## src/rtl/painterengine_gpu_reader_pkg.sv

```systemverilog
// painterengine_gpu_reader_pkg: reader FSM states and AXI read constants
package painterengine_gpu_reader_pkg;
  typedef enum logic [2:0] {
    ST_IDLE  = 3'd0,
    ST_CHECK = 3'd1,
    ST_ADDR  = 3'd2,
    ST_DATA  = 3'd3,
    ST_DRAIN = 3'd4,
    ST_DONE  = 3'd5,
    ST_ERROR = 3'd6
  } state_t;
  localparam logic [2:0] AXI_SIZE_4B = 3'b010;
  localparam logic [1:0] AXI_BURST_INCR = 2'b01;
  localparam int unsigned DEF_MAX_BURST = 16;
endpackage

```

## src/rtl/painterengine_gpu_reader_burstcalc.sv

```systemverilog
// painterengine_gpu_reader_burstcalc: beats = min(remaining, max burst, words left in the 4 KB page)
module painterengine_gpu_reader_burstcalc
  import painterengine_gpu_reader_pkg::*;
#(
  parameter int unsigned MAX_BURST = DEF_MAX_BURST
) (
  input  logic [9:0]  i_addr_word,
  input  logic [31:0] i_remaining,
  output logic [8:0]  o_beats
);
  logic [10:0] page_words;
  logic [8:0]  lim;
  // clamp by request size, then by the distance to the next 4 KB boundary
  always_comb begin
    page_words = 11'd1024 - {1'b0, i_addr_word};
    lim = (i_remaining < 32'(MAX_BURST)) ? i_remaining[8:0] : 9'(MAX_BURST);
    o_beats = ({2'b00, lim} < page_words) ? lim : page_words[8:0];
  end
endmodule

```

## src/rtl/painterengine_gpu_reader.sv

```systemverilog
// painterengine_gpu_reader: turns an (address, length) session into AXI4 INCR read bursts and a word stream
module painterengine_gpu_reader
  import painterengine_gpu_reader_pkg::*;
#(
  parameter int unsigned PARAM_MAX_BURST = 16
) (
  input  logic        i_wire_clock,
  input  logic        i_wire_resetn,
  input  logic        i_wire_session_resetn,
  input  logic [31:0] i_wire_address,
  input  logic [31:0] i_wire_length,
  output logic        o_wire_done,
  output logic        o_wire_error,
  output logic [31:0] o_wire_data,
  output logic        o_wire_data_valid,
  input  logic        i_wire_data_next,
  output logic [31:0] o_wire_m_axi_araddr,
  output logic [7:0]  o_wire_m_axi_arlen,
  output logic [2:0]  o_wire_m_axi_arsize,
  output logic [1:0]  o_wire_m_axi_arburst,
  output logic        o_wire_m_axi_arvalid,
  input  logic        i_wire_m_axi_arready,
  input  logic [31:0] i_wire_m_axi_rdata,
  input  logic [1:0]  i_wire_m_axi_rresp,
  input  logic        i_wire_m_axi_rlast,
  input  logic        i_wire_m_axi_rvalid,
  output logic        o_wire_m_axi_rready
);
  state_t      state_q, state_d;
  logic [31:0] cur_addr_q, cur_addr_d;
  logic [31:0] remaining_q, remaining_d;
  logic [31:0] araddr_q, araddr_d;
  logic [7:0]  arlen_q, arlen_d;
  logic [8:0]  beat_cnt_q, beat_cnt_d;
  logic        err_q, err_d;
  logic        abort_q, abort_d;
  logic [8:0]  beats;
  logic        beat, last_beat;

  painterengine_gpu_reader_burstcalc #(.MAX_BURST(PARAM_MAX_BURST)) u_burstcalc (
    .i_addr_word (cur_addr_q[11:2]),
    .i_remaining (remaining_q),
    .o_beats     (beats)
  );

  assign o_wire_data          = i_wire_m_axi_rdata;
  assign o_wire_m_axi_arsize  = AXI_SIZE_4B;
  assign o_wire_m_axi_arburst = AXI_BURST_INCR;
  assign o_wire_m_axi_araddr  = araddr_q;
  assign o_wire_m_axi_arlen   = arlen_q;

  // handshake and status outputs decoded from the current state
  always_comb begin
    o_wire_m_axi_rready  = (state_q == ST_DATA) ? i_wire_data_next : (state_q == ST_DRAIN);
    o_wire_data_valid    = (state_q == ST_DATA) & i_wire_m_axi_rvalid & i_wire_data_next;
    o_wire_m_axi_arvalid = (state_q == ST_ADDR);
    o_wire_done          = (state_q == ST_DONE);
    o_wire_error         = (state_q == ST_ERROR);
    beat                 = i_wire_m_axi_rvalid & o_wire_m_axi_rready;
    last_beat            = (beat_cnt_q == 9'd1);
  end

  // next-state logic: one burst in flight, abort drains whatever was already requested
  always_comb begin
    state_d     = state_q;
    cur_addr_d  = cur_addr_q;
    remaining_d = remaining_q;
    araddr_d    = araddr_q;
    arlen_d     = arlen_q;
    beat_cnt_d  = beat_cnt_q;
    err_d       = err_q;
    abort_d     = abort_q;
    case (state_q)
      ST_IDLE: if (i_wire_session_resetn) begin
        cur_addr_d  = i_wire_address;
        remaining_d = i_wire_length;
        err_d       = 1'b0;
        abort_d     = 1'b0;
        state_d     = ST_CHECK;
      end
      ST_CHECK: begin
        if (!i_wire_session_resetn) state_d = ST_IDLE;
        else if (cur_addr_q[1:0] != 2'b00) state_d = ST_ERROR;
        else if (remaining_q == 32'd0) state_d = ST_DONE;
        else begin
          araddr_d   = cur_addr_q;
          arlen_d    = 8'(beats - 9'd1);
          beat_cnt_d = beats;
          state_d    = ST_ADDR;
        end
      end
      ST_ADDR: begin
        abort_d = abort_q | ~i_wire_session_resetn;
        if (i_wire_m_axi_arready) state_d = abort_d ? ST_DRAIN : ST_DATA;
      end
      ST_DATA: begin
        if (beat) begin
          cur_addr_d  = cur_addr_q + 32'd4;
          remaining_d = remaining_q - 32'd1;
          beat_cnt_d  = beat_cnt_q - 9'd1;
          err_d       = err_q | (i_wire_m_axi_rresp != 2'b00) | (i_wire_m_axi_rlast != last_beat);
        end
        if (!i_wire_session_resetn) state_d = ST_DRAIN;
        else if (beat && last_beat) state_d = err_d ? ST_ERROR : (remaining_q == 32'd1) ? ST_DONE : ST_CHECK;
      end
      ST_DRAIN: begin
        if (beat_cnt_q == 9'd0) state_d = ST_IDLE;
        else if (beat) beat_cnt_d = beat_cnt_q - 9'd1;
      end
      ST_DONE, ST_ERROR: if (!i_wire_session_resetn) state_d = ST_IDLE;
      default: state_d = ST_IDLE;
    endcase
  end

  // state and datapath registers
  always_ff @(posedge i_wire_clock or negedge i_wire_resetn) begin
    if (!i_wire_resetn) begin
      state_q     <= ST_IDLE;
      cur_addr_q  <= '0;
      remaining_q <= '0;
      araddr_q    <= '0;
      arlen_q     <= '0;
      beat_cnt_q  <= '0;
      err_q       <= 1'b0;
      abort_q     <= 1'b0;
    end else begin
      state_q     <= state_d;
      cur_addr_q  <= cur_addr_d;
      remaining_q <= remaining_d;
      araddr_q    <= araddr_d;
      arlen_q     <= arlen_d;
      beat_cnt_q  <= beat_cnt_d;
      err_q       <= err_d;
      abort_q     <= abort_d;
    end
  end
endmodule

```

## config.mk

```make
export PLATFORM = sky130hd
export DESIGN_NAME = painterengine_gpu_reader
export DESIGN_NICKNAME = d
export VERILOG_FILES = /design/src/rtl/painterengine_gpu_reader_pkg.sv /design/src/rtl/painterengine_gpu_reader_burstcalc.sv /design/src/rtl/painterengine_gpu_reader.sv
export SDC_FILE = /design/constraint.sdc
export NUM_CORES = 1
export LEC_CHECK = 0
export ABC_AREA = 0
export CORE_UTILIZATION = 50
export CTS_CLUSTER_DIAMETER = 50
export CTS_CLUSTER_SIZE = 28
export DETAILED_ROUTE_END_ITERATION = 7
export GPL_TIMING_DRIVEN = 0
export HOLD_SLACK_MARGIN = 0.03
export PLACE_DENSITY = 0.92
export SYNTH_ARGS = -nofsm -noshare
export SYNTH_HDL_FRONTEND = slang
export SYNTH_SLANG_ARGS = --single-unit
```

## constraint.sdc

```tcl
create_clock -name i_wire_clock -period 5.01 [get_ports i_wire_clock]
set_input_delay 0.7515 -clock i_wire_clock [delete_from_list [all_inputs] [get_ports i_wire_clock]]
set_output_delay 0.7515 -clock i_wire_clock [all_outputs]
set_load 0.02 [all_outputs]
```

==> run_results.csv <==
group,metric,value,unit
pwr,vdd.ir_drop.worst,0.3258,mV
clocking,cts.reportedPaths.clkPinSlew,0.06,ns
clocking,cts_hold_buffers,0,
clocking,tritoncts_num_sinks,118,
clocking,tritoncts.num_buffers,17,
sta,grt_setup_unrepaired,"no",
floorplanning,floorplan.initialDensity,51.47,%
floorplanning,fp.dieArea,15510,µm²
final_layout,post_route_cells_drive_above_1_share,10.62,%
sta,fmax,205.2,MHz
sta,slew_violations,0,
placed_design,place.port_buffers,149,
synthesis,synth_top_cell_by_area,"dfrtp_1",
floorplanning,fp.dieH,124.5,µm
floorplanning,floorplan.io_pins,187,
setup_path,arrival,5.22,ns
synthesis,synth_cells,934,
sta,setup_viol,0,
drt,drt.antenna.violating_nets,0,
setup_path,launch_point_of_the_worst_path,"remaining_q[22]",
setup_path,timing.critical_path.slowest_cell_delay,0.54,ns
pwr,total_power,5.951,mW
drt,detail_route.drc_violations,1,
setup_path,worst_r2r_endpoint,"o_wire_m_axi_arlen[6]",
setup_path,timing.reg2reg.worst_path_depth,19,
synthesis,dominantRegCellSynth,"dfrtp_1",
placed_design,detailedPlace.worstSlack,-0.2044,ns
final_layout,multi_input_comb_area,4014,µm²
drt,avgViaCountPerCell,6.300,
synthesis,mappedNetlistArea,7508,µm²
grt,grt_max_degree,82,
final_layout,regArea,2954,µm²
grt,grt_pass1_vias,7847,
drt,via_count,8222,
clocking,cts_max_path_buffers,2,
sta,worst_slew_margin_rel,46.18,%
final_layout,finalNonFillerCells,1305,
floorplanning,core,14590,µm²
sta,finalWorstSetupSlack,0.1364,ns
setup_path,crit_path_cell_trace,"buf_2, nor4_4, nand4_1, buf_4, nor3_4, inv_1, ha_1, nand2_1, or4_1, nor4_1, o31a_1, clkbuf_4, mux2i_4, ha_2, nand2_1, a2111oi_2, xor2_1, mux2_2, o21ai_1",
setup_path,worstSetupPathType,"reg2reg",
sta,final_period_util,97.28,%
synthesis,synth_cell_type_count,69,
clocking,cts_tree,"done",
sta,clock-skew-final,0.009534,ns
drt,wire_per_inst,19.01,µm
setup_path,cpMostUsedCell,"nand2_1",
synthesis,synth-warning-count,0,
setup_path,start_kind,"flop",
clocking,insertion_delay,0.43,ns
grt,antenna_found_initial,0,
synthesis,syn_avg_cell_area,8.039,µm²
setup_path,critical-path-slowest-cell,"or4_1",
grt,grt_remaining_overflow,0,
setup_path,worstSetupEndpointType,"flop",
synthesis,synth_edf_count,0,
setup_path,worst_setup_path_endpoint,"o_wire_m_axi_arlen[6]",
synthesis,async_set_reset_flop_share_out_of_synthesis,100.0,%
synthesis,ys_seq_area_share,39.33,%
drt,drtPass1Iterations,8,
placed_design,postPlaceCellArea,9285,µm²
placed_design,finalWeightedCongestion,0.9476,
synthesis,yosysTopAreaCellShare,39.33,%
setup_path,regToRegSetupSlack,0.14,ns
final_layout,fillCellCount,1108,
floorplanning,dieWidth,124.5,µm
sta,report.final.hold_viol_count,0,
placed_design,numPlacedInstances,1275,
grt,grt.total_usage,31.37,%
final_layout,design_area,9968,µm²
clocking,ctsHtreeMaxLevel,4,
floorplanning,rows,44,
pwr,power.static_leakage,4.130,nW
synthesis,postSynthRegisterBits,118,
run,cap_viol_max_count,0,
final_layout,final_net_count,1231,
placed_design,post-dp-hpwl,17040,µm
outcome,failed_checks,"design-rule violations",
outcome,status,"complete, but fails checks",
clocking,clockRootBuffer,"clkbuf_16",
sta,max_slew.worst_pin.slew,0.8055,ns
drt,drt_iter0_markers,1298,
grt,grt_first_pass_wirelength,38720,µm
final_layout,num_antenna_cells,0,
sta,timing.setup.tns,0,ns
drt,detail_route.wirelength,24810,µm
setup_path,worst-path-max-fanout,9,
sta,final.min_clock_period,4.874,ns
pwr,power-per-cell-area,597.0,nW/µm²
worst_hold_path,min-delay-path-class,"in2async",
setup_path,regToRegStartpoint,"remaining_q[22]",
setup_path,worstPathRequired,5.36,ns
synthesis,netlist_top_cells_area,"dfrtp_1 (39%), nand2_1 (6.4%), a21oi_1 (5.7%)",
final_layout,area.growth.synth_to_final,32.76,%
## registers in the layout, indices dropped and copies added, names as in the netlist
register	flops
cur_addr_q	32
beat_cnt_q	9
o_wire_m_axi_araddr	32
state_q	3
err_q	1
o_wire_m_axi_arlen	8
abort_q	1
remaining_q	32
## placed cells by master (no fill, tap or decap), types with 9 or more instances in the layout
master and instances:
a21oi_1 86, a22oi_1 12, and2_1 10, buf_2 13, buf_4 40, clkbuf_1 43, clkbuf_16 17, clkdlybuf4s50_1 148
conb_1 9, dfrtp_1 117, ha_1 14, inv_1 26, nand2_1 128, nand3_1 35, nand4_1 15, nor2_1 88
nor3_1 32, nor4_1 13, o21ai_0 70, o21ai_1 20, o22ai_1 15
## Yosys cell counts, drive strengths merged, types with 4 or more instances
cell and n:
a21o 4, a21oi 86, a22oi 12, a31oi 8, a32oi 7, and2 10, and3 6, buf 56
clkbuf 43, dfrtp 118, ha 15, inv 26, mux2 6, mux2i 6, nand2 129, nand2b 4
nand3 37, nand4 15, nor2 89, nor2b 6, nor3 35, nor3b 8, nor4 17, o21a 5
o21ai 90, o22a 6, o22ai 15, o2bb2ai 5, o31ai 5, or2 4, or4 8, xnor2 9
## through the flow
| step | util, % | hold WS, ns |
|---|---|---|
| CTS | 67.93 | 0.2243 |
| global route | 68.33 | 0.2420 |
| finish | 68.33 | 0.2162 |
| floorplan | - | 0.4539 |
| detailed placement | 63.64 | 0.4613 |
| global placement | 63.45 | 0.4609 |
## repair_timing
action	4_1_cts	5_1_grt
buffers inserted	1	1
endpoints found under the setup margin	2	2
pin swaps	2	1
resized for setup	5	10
## critical path: cells and delay by family, from the launching register on
family	cells	cell delay [ns]
adders and majority gates	2	0.60
and+or+nand+nor	7	1.76
muxes	2	0.61
DFF	1	0.36
buffers and inverters	4	0.75
xor gates and xnor gates	1	0.10
AOI/OAI and AO/OA	3	0.59
## layer usage
layer | track usage (%) | vias up | part of all wire, %
met2 | 48.78 | 672 | 46
met3 | 8.591 | 121 | 12
li1 | - | 3659 | -
met4 | 17.01 | 0 | 5.1
met1 | 39.57 | 3770 | 37
met5 | 0 | - | 0
## layout make-up
cell class | count | area share [%]
Sequential cell | 118 | 29.63
Clock inverter | 10 | 1.569
Inverter | 26 | 0.9790
Buffer | 98 | 5.397
Clock buffer | 19 | 4.443
Timing Repair Buffer | 152 | 15.40
Tap cell | 184 | 2.310
Multi-Input combinational cell | 698 | 40.27
## worst min-delay path by stage
stage / depth (start not counted) / startpoint / slack, ns / end
2_1_floorplan: 2 / cur_addr_q[29] / 0.45 / o_wire_m_axi_araddr[29]
3_3_place_gp: 2 / o_wire_m_axi_araddr[25] / 0.46 / o_wire_m_axi_araddr[25]
3_5_place_dp: 2 / o_wire_m_axi_araddr[28] / 0.46 / o_wire_m_axi_araddr[28]
4_1_cts: 1 / i_wire_resetn / 0.22 / beat_cnt_q[4]
5_1_grt: 1 / i_wire_resetn / 0.24 / beat_cnt_q[4]
6_report: 1 / i_wire_resetn / 0.22 / beat_cnt_q[4]
## kinds of logic (layout without fill, tap and decap cells)
kind of cell / count (synthesis) / after routing / synth area share [%]
and+or+nand+nor: 381 / 381 / 24.81
AOI/OAI and AO/OA: 270 / 270 / 21.75
buffers and inverters: 125 / 305 / 8.482
DFF: 118 / 118 / 39.33
adders and majority gates: 15 / 15 / 2.500
muxes: 12 / 12 / 1.750
xor gates and xnor gates: 11 / 11 / 1.283
other: 2 / 9 / 0.1000
## report_power, final
part	total [mW]	leakage, nW	internal [mW]	switching, mW
combinational	2.85	2.41	1.12	1.73
clock	1.27	0.294	0.832	0.441
sequential	1.83	1.43	1.39	0.436
(Power assumes the default switching activity.)
